`src/rtl/exu_div.sv`:
```
// Iterative radix-2 restoring unsigned divide/remainder unit; divide by zero gives q=0, r=dividend.
// Optional macro DIV_EARLY_OUT_EN: shortcuts for divisor 0, divisor > dividend and divisor 1.
module exu_div #(
  parameter int XLEN                = 32,
  parameter int REG_FILE_ADDR_WIDTH = 5
) (
  input  logic                           clk,
  input  logic                           rstn,
  input  logic                           pipe_flush,
  input  logic                           div_valid,
  input  logic                           div_remu,
  input  logic [XLEN-1:0]                div_rs1_data,
  input  logic [XLEN-1:0]                div_rs2_data,
  input  logic [REG_FILE_ADDR_WIDTH-1:0] div_rd_addr,
  output logic                           exu_div_busy,
  output logic [XLEN-1:0]                div_wb_data,
  output logic [REG_FILE_ADDR_WIDTH-1:0] div_wb_rd_addr,
  output logic                           div_wb_rd_wr_en
);

  localparam int CNT_W = $clog2(XLEN);

  typedef enum logic [1:0] {IDLE, RUN, DONE} state_t;

  state_t                         state, next_state;
  logic [XLEN-1:0]                quo, rem, dvsr;
  logic [CNT_W-1:0]               cnt;
  logic                           remu_q, dz_q;
  logic [REG_FILE_ADDR_WIDTH-1:0] rd_q;

  logic                           accept;
  logic                           early;
  logic [XLEN-1:0]                early_res;
  logic [XLEN:0]                  shifted, trial;
  logic                           qbit;
  logic [XLEN-1:0]                quo_nxt, rem_nxt;

  logic                           busy_d, wr_en_d;
  logic [XLEN-1:0]                wb_data_d;
  logic [REG_FILE_ADDR_WIDTH-1:0] wb_addr_d;

  function automatic logic [XLEN-1:0] pick_result(input logic r_sel, input logic dz,
                                                  input logic [XLEN-1:0] q,
                                                  input logic [XLEN-1:0] r);
    if (r_sel)   return r;
    else if (dz) return '0;
    else         return q;
  endfunction

`ifdef DIV_EARLY_OUT_EN
  function automatic logic [XLEN-1:0] shortcut_result(input logic r_sel,
                                                      input logic [XLEN-1:0] a,
                                                      input logic [XLEN-1:0] b);
    if (b == '0 || b > a) return r_sel ? a : '0;
    else                  return r_sel ? '0 : a;
  endfunction

  assign early     = (div_rs2_data == '0) || (div_rs2_data > div_rs1_data) ||
                     (div_rs2_data == XLEN'(1));
  assign early_res = shortcut_result(div_remu, div_rs1_data, div_rs2_data);
`else
  assign early     = 1'b0;
  assign early_res = '0;
`endif

  assign accept = (state == IDLE) && div_valid && !pipe_flush;

  // Full-width trial keeps divisors with the MSB set exact; sign bit picks restore vs subtract.
  assign shifted = {rem, quo[XLEN-1]};
  assign trial   = shifted - {1'b0, dvsr};
  assign qbit    = !trial[XLEN];
  assign rem_nxt = qbit ? trial[XLEN-1:0] : shifted[XLEN-1:0];
  assign quo_nxt = {quo[XLEN-2:0], qbit};

  always_ff @(posedge clk or negedge rstn) begin
    if (!rstn) state <= IDLE;
    else       state <= next_state;
  end

  always_comb begin
    next_state = state;
    case (state)
      IDLE:    if (accept) next_state = early ? DONE : RUN;
      RUN:     if (cnt == '0) next_state = DONE;
      DONE:    next_state = IDLE;
      default: next_state = IDLE;
    endcase
    if (pipe_flush) next_state = IDLE;
  end

  always_comb begin
    busy_d    = (next_state != IDLE);
    wr_en_d   = (next_state == DONE);
    wb_data_d = div_wb_data;
    wb_addr_d = div_wb_rd_addr;
    if (next_state == DONE) begin
      if (state == IDLE) begin
        wb_data_d = early_res;
        wb_addr_d = div_rd_addr;
      end else begin
        wb_data_d = pick_result(remu_q, dz_q, quo_nxt, rem_nxt);
        wb_addr_d = rd_q;
      end
    end
  end

  // Stage boundary: operand latch and iteration registers
  always_ff @(posedge clk or negedge rstn) begin
    if (!rstn) begin
      quo    <= '0;
      rem    <= '0;
      dvsr   <= '0;
      cnt    <= '0;
      remu_q <= 1'b0;
      dz_q   <= 1'b0;
      rd_q   <= '0;
    end else if (accept) begin
      quo    <= div_rs1_data;
      rem    <= '0;
      dvsr   <= div_rs2_data;
      cnt    <= CNT_W'(XLEN-1);
      remu_q <= div_remu;
      dz_q   <= (div_rs2_data == '0);
      rd_q   <= div_rd_addr;
    end else if (state == RUN) begin
      quo <= quo_nxt;
      rem <= rem_nxt;
      if (cnt != '0) cnt <= cnt - CNT_W'(1);
    end
  end

  // Stage boundary: registered writeback and busy
  always_ff @(posedge clk or negedge rstn) begin
    if (!rstn) begin
      exu_div_busy    <= 1'b0;
      div_wb_rd_wr_en <= 1'b0;
      div_wb_data     <= '0;
      div_wb_rd_addr  <= '0;
    end else begin
      exu_div_busy    <= busy_d;
      div_wb_rd_wr_en <= wr_en_d;
      div_wb_data     <= wb_data_d;
      div_wb_rd_addr  <= wb_addr_d;
    end
  end

endmodule

```
`config.mk`:
```
export PLATFORM = sky130hd
export DESIGN_NAME = exu_div
export DESIGN_NICKNAME = d
export VERILOG_FILES = /design/src/rtl/exu_div.sv
export SDC_FILE = /design/constraint.sdc
export NUM_CORES = 1
export LEC_CHECK = 0
export BUFFER_PORTS_ARGS = -buffer_cell sky130_fd_sc_hd__buf_2
export CAP_MARGIN = 20
export CORE_MARGIN = 10
export CORE_UTILIZATION = 55
export CTS_BUF_LIST = sky130_fd_sc_hd__clkbuf_8 sky130_fd_sc_hd__clkbuf_16
export DETAILED_ROUTE_END_ITERATION = 12
export HOLD_SLACK_MARGIN = 0.02
export PLACE_DENSITY = 0.77
export SYNTH_ARGS = -nofsm -noshare
export SYNTH_HDL_FRONTEND = slang
export SYNTH_SLANG_ARGS = --single-unit
```
`constraint.sdc`:
```
create_clock -name clk -period 4.2 [get_ports clk]
set_clock_uncertainty 0.05 [all_clocks]
set_input_delay 0.42 -clock clk [delete_from_list [all_inputs] [get_ports clk]]
set_output_delay 0.42 -clock clk [all_outputs]
set_load 0.01 [all_outputs]
```
# Word-level counts from Yosys, hierarchy flattened

Cells that the tools add are included.

Add/sub/neg operators: 2
Reduce and logical (&&, ||, !) cells: 12
Muxes and demuxes: 16
Equality and inequality tests: 2

Operators by type and width:

| cell                                                                   | number |
|---|---|
| 32-bit 2-to-1 mux                                                      | 8 |
| 33-bit by 32-bit subtractor with 33-bit output                         | 1 |
| 32-bit zero test                                                       | 1 |
| 5-bit 2-to-1 mux                                                       | 4 |
| 2-bit 2-to-1 mux                                                       | 3 |
| 2-bit nonzero test                                                     | 3 |
| 5-bit zero test                                                        | 1 |
| 5-bit nonzero test                                                     | 1 |
| 5-bit by 1-bit subtractor with 5-bit output (second input constant)    | 1 |
| 2-bit one-hot mux with 2 select lines                                  | 1 |
| 2-bit by 1-bit equality test with 1-bit output (second input constant) | 1 |
| 2-bit equality test (second input constant)                            | 1 |
| 1-bit logical AND                                                      | 2 |
| 1-bit zero test                                                        | 2 |
| 2-bit zero test                                                        | 1 |
| 2-bit AND reduction                                                    | 1 |

Output and inout bits: 39
Logic and storage cells: 44
Flip-flop bits (word level): 149
Input bits: 74

# Logic depth before layout (Yosys ltp)

Depth after elaboration: 7
Mapped depth: 14
Gate-level depth less buffers: 12

# Worst setup path after synthesis

No wires, ideal clock.

Kind: reg-to-reg
From: register quo[31]
To: register div_wb_data[27]
Stages on the path, launching flop included: 14
Library setup time: 77 ps
Arrival: 3116 ps
Data required time: 4073 ps
Setup slack: 957 ps
Path buffers: 1
Clock period less this slack: 3243 ps
Cell sequence: dfrtp_1 -> inv_1 -> ha_1 -> fa_1 -> nand2b_1 -> a21o_1 -> a211o_1 -> a2111oi_4 -> o211ai_4 -> a21oi_4 -> nor2_8 -> buf_6 -> o32a_1 -> a21oi_1

Cells in the longest elaborated chain, start to end: 4

RTL lines:

| item                                           | line | RTL |
|---|---|---|
| start, declared                                | 26   | `logic [XLEN-1:0] quo, rem, dvsr;` |
| start signal, assigned                         | 118  | `quo <= div_rs1_data;` |
| start signal, assigned                         | 126  | `quo <= quo_nxt;` |
| 33-bit by 32-bit subtractor with 33-bit output | 70   | `assign trial = shifted - {1'b0, dvsr};` |
| 32-bit 2-to-1 mux                              | 72   | `assign rem_nxt = qbit ? trial[XLEN-1:0] : shifted[XLEN-1:0];` |
| 32-bit 2-to-1 mux                              | 45   | `if (r_sel) return r;` |
| 32-bit 2-to-1 mux                              | 97   | `if (state == IDLE) begin` |
| end signal, assigned                           | 142  | `div_wb_data <= wb_data_d;` |
| end, declared                                  | 16   | `output logic [XLEN-1:0] div_wb_data,` |

No other way between the ends.
A chain may end at the register's enable or synchronous reset.

# Worst setup path in the final report

From: register quo[31]
To: register div_wb_data[24]

Same word-level chain as after synthesis.

==> metrics.cfg <==
[final_layout]
n_fill_cell=1331
final_area_um2=9840
layout-drive-gt1-share_pct=15.5
n_antenna_cell=0
multi_input_area_um2=4450
regArea_um2=3730
instances_no_fill=1297
area_growth_pct=14.6
nNetsFinal=1183

[logic_synthesis]
synthXorXnorAreaFrac_pct=2.65
synthArstFlopShare_pct=100
netlist_top_cells_count=nand2_1 (155), dfrtp_1 (149), o21ai_0 (100), a21oi_1 (82), clkbuf_1 (51)
yosys.area_share.simple_pct=17.7
syn-cell-area_um2=8580
yosys_warnings=0
yosysMostFrequentCell=nand2_1
synth_cells=988
synth.area.top_cells=dfrtp_1 (43%), nand2_1 (6.8%), o21ai_0 (5.8%), ha_1 (4.8%), a21oi_1 (4.8%)
synth_top_family_by_area=compound AO/OA/AOI/OAI gates
yosysTopAreaCell=dfrtp_1
ys_seq_elements=149
synth.avg_cell_area_um2=8.69
syn_nets=1096
synthAdderAreaFrac_pct=5.04
synth_ff_type=dfrtp_1
yosysSeqAreaShare_pct=43.4
yosysTopAreaCellShare_pct=43.4
synth.distinct_cells=61
synth_compound_gate_area_share_pct=23.0
synth-edff-count=0
muxShareOfSynthArea_pct=3.41

[timing]
fin_ws_ns=0.456
drv_slew=0
hold_viol=7
min_period_over_period_pct=89.1
maxSlewHeadroom_pct=43.3
fmax_mhz=267
rsz0062_at_grt=false
min_period_ns=3.74
fin_tns_setup_ns=0
holdWs_ns=-0.0234
setup_viol=0
tightestPinTransition_ns=0.846

[place]
dpl.cell_count=1266
dp_hpwl_um=18000
placed_area_um2=9290
io_buffers=112
dp_slack_ns=0.512
routabilityCongestion=0.991

[die]
die_area_um2=21000
die_x_um=145
start_util_pct=56.3
core_area_um2=15300
num_rows=45
pin_count=113
die_y_um=145

[routing]
wl_per_cell_um=19.2
routed_wl_um=24900
drt_iter0_markers=881
antenna_left=0
num_vias=7731
remaining_drc_errors=0
dr.pass1.iters=5
via_per_inst=5.96

[pwr]
finalPower_w=0.00687
power_density_nw_per_um2=698
ir_worst_vdd_v=0.000354
leakagePower_nw=4.80

[clock_network]
cts.repair_timing.setup_buffer_count=0
clkLatencyLatePin_ns=0.43
holdBufCountCts=0
clock_sink_count=149
cts_max_level=4
clk_path_buf_depth=2
cts_buffers=17
cts-root-buf=clkbuf_16
cts_tree=done
post_cts_resized=0
clkTransAtPathRegs_ns=0.06

[grt]
busiest_layer=met1
met1_usage_pct=34.5
overflow=0
grt_pass1_vias=7457
track_usage_pct=23.3
use_met2_pct=32.9
antenna_found_initial=0
use_met3_pct=6.15
grt_max_degree=91
grt_pass1_wl_um=40400

[worst_setup_path]
start_kind=register
required_ns=4.44
end_kind=register
r2r_slack_ns=0.46
r2r_start=quo[31]
reg2reg_depth=12
worstPathMaxFanout=16
path_class=reg -> reg
worst_ep_arrival_time_ns=3.98
rr_endpoint=div_wb_data[24]

[status]
violations=negative hold slack
status=complete, but fails checks

[worst_hold_path]
hold_class=in -> async

[flow_run]
maxCapViolations=0

cell usage in the layout, fill, tap and decap left out, drive strengths merged, types with 11 or more instances in the layout:
| master | instances |
|---|---|
| mux2i | 27 |
| nor4 | 11 |
| clkbuf | 18 |
| xnor2 | 16 |
| dfrtp | 149 |
| ha | 33 |
| and3 | 20 |
| nand3 | 45 |
| nand2 | 155 |
| inv | 53 |
| nor2 | 47 |
| buf | 124 |
| o21ai | 106 |
| a21o | 24 |
| a21oi | 83 |
| a22oi | 34 |
logic make-up (layout without fill, tap and decap cells):
family,count (synthesis),after routing
compound gates,315,315
buf+inv,107,205
mux,29,29
xor+xnor,26,26
flops,149,149
simple gates,328,328
fa+ha+maj,34,34
how the worst max path moves through the flow:
stage,startpoint,end,cells past startpoint
floorplan,quo[31],div_wb_data[27],13
global placement,quo[31],rem[4],12
detailed placement,quo[31],rem[3],12
CTS,quo[31],div_wb_data[29],12
global route,quo[31],div_wb_data[13],12
finish,quo[31],div_wb_data[24],12
where the power goes:
part / internal, W / total, W / switching, W
registers: 0.00171 / 0.00201 / 0.000299
logic: 0.00133 / 0.00345 / 0.00212
clock network: 0.000813 / 0.00141 / 0.000600
state kept, by name, summed over array words and instances (netlist names):
register         cells
cnt                  5
div_wb_data         32
div_wb_rd_addr       5
div_wb_rd_wr_en      1
dvsr                32
dz_q                 1
exu_div_busy         1
quo                 32
rd_q                 5
rem                 32
remu_q               1
state                2
critical path, cell delays in order (launching register included):
cell and delay (ns):
dfrtp_1 0.34, inv_1 0.09, ha_1 0.24, fa_1 0.40
nand2b_1 0.19, a21o_1 0.19, a211o_1 0.31, a2111oi_4 0.51
o211a_1 0.27, nor3_2 0.14, nor2_8 0.35, mux2i_1 0.37
o21ai_0 0.14
per-layer routing:
| metal | share of wire, % | routed length (µm) |
|---|---|---|
| met5 | 0 | 0 |
| met2 | 42 | 10500 |
| met3 | 10 | 2610 |
| met1 | 46 | 11500 |
| met4 | 1.2 | 303 |
final cells by class:
cell class              instances  area share [%]
multi-input cells             732            45.3
flip-flops and latches        149            37.9
repair buffers                124            6.80
clock buffers                  18            4.46
well taps                     211            2.68
inverters                      51            1.95
clock inverters                12           0.954
through the flow:
step	hold WS, ns	utilization (%)
2_1_floorplan	0.0744	-
3_3_place_gp	0.408	60.9
3_5_place_dp	0.413	60.9
4_1_cts	0.0341	64.4
5_1_grt	0.0733	64.5
6_report	-0.0234	64.5
Note: power is estimated with default switching activity, not from simulation.
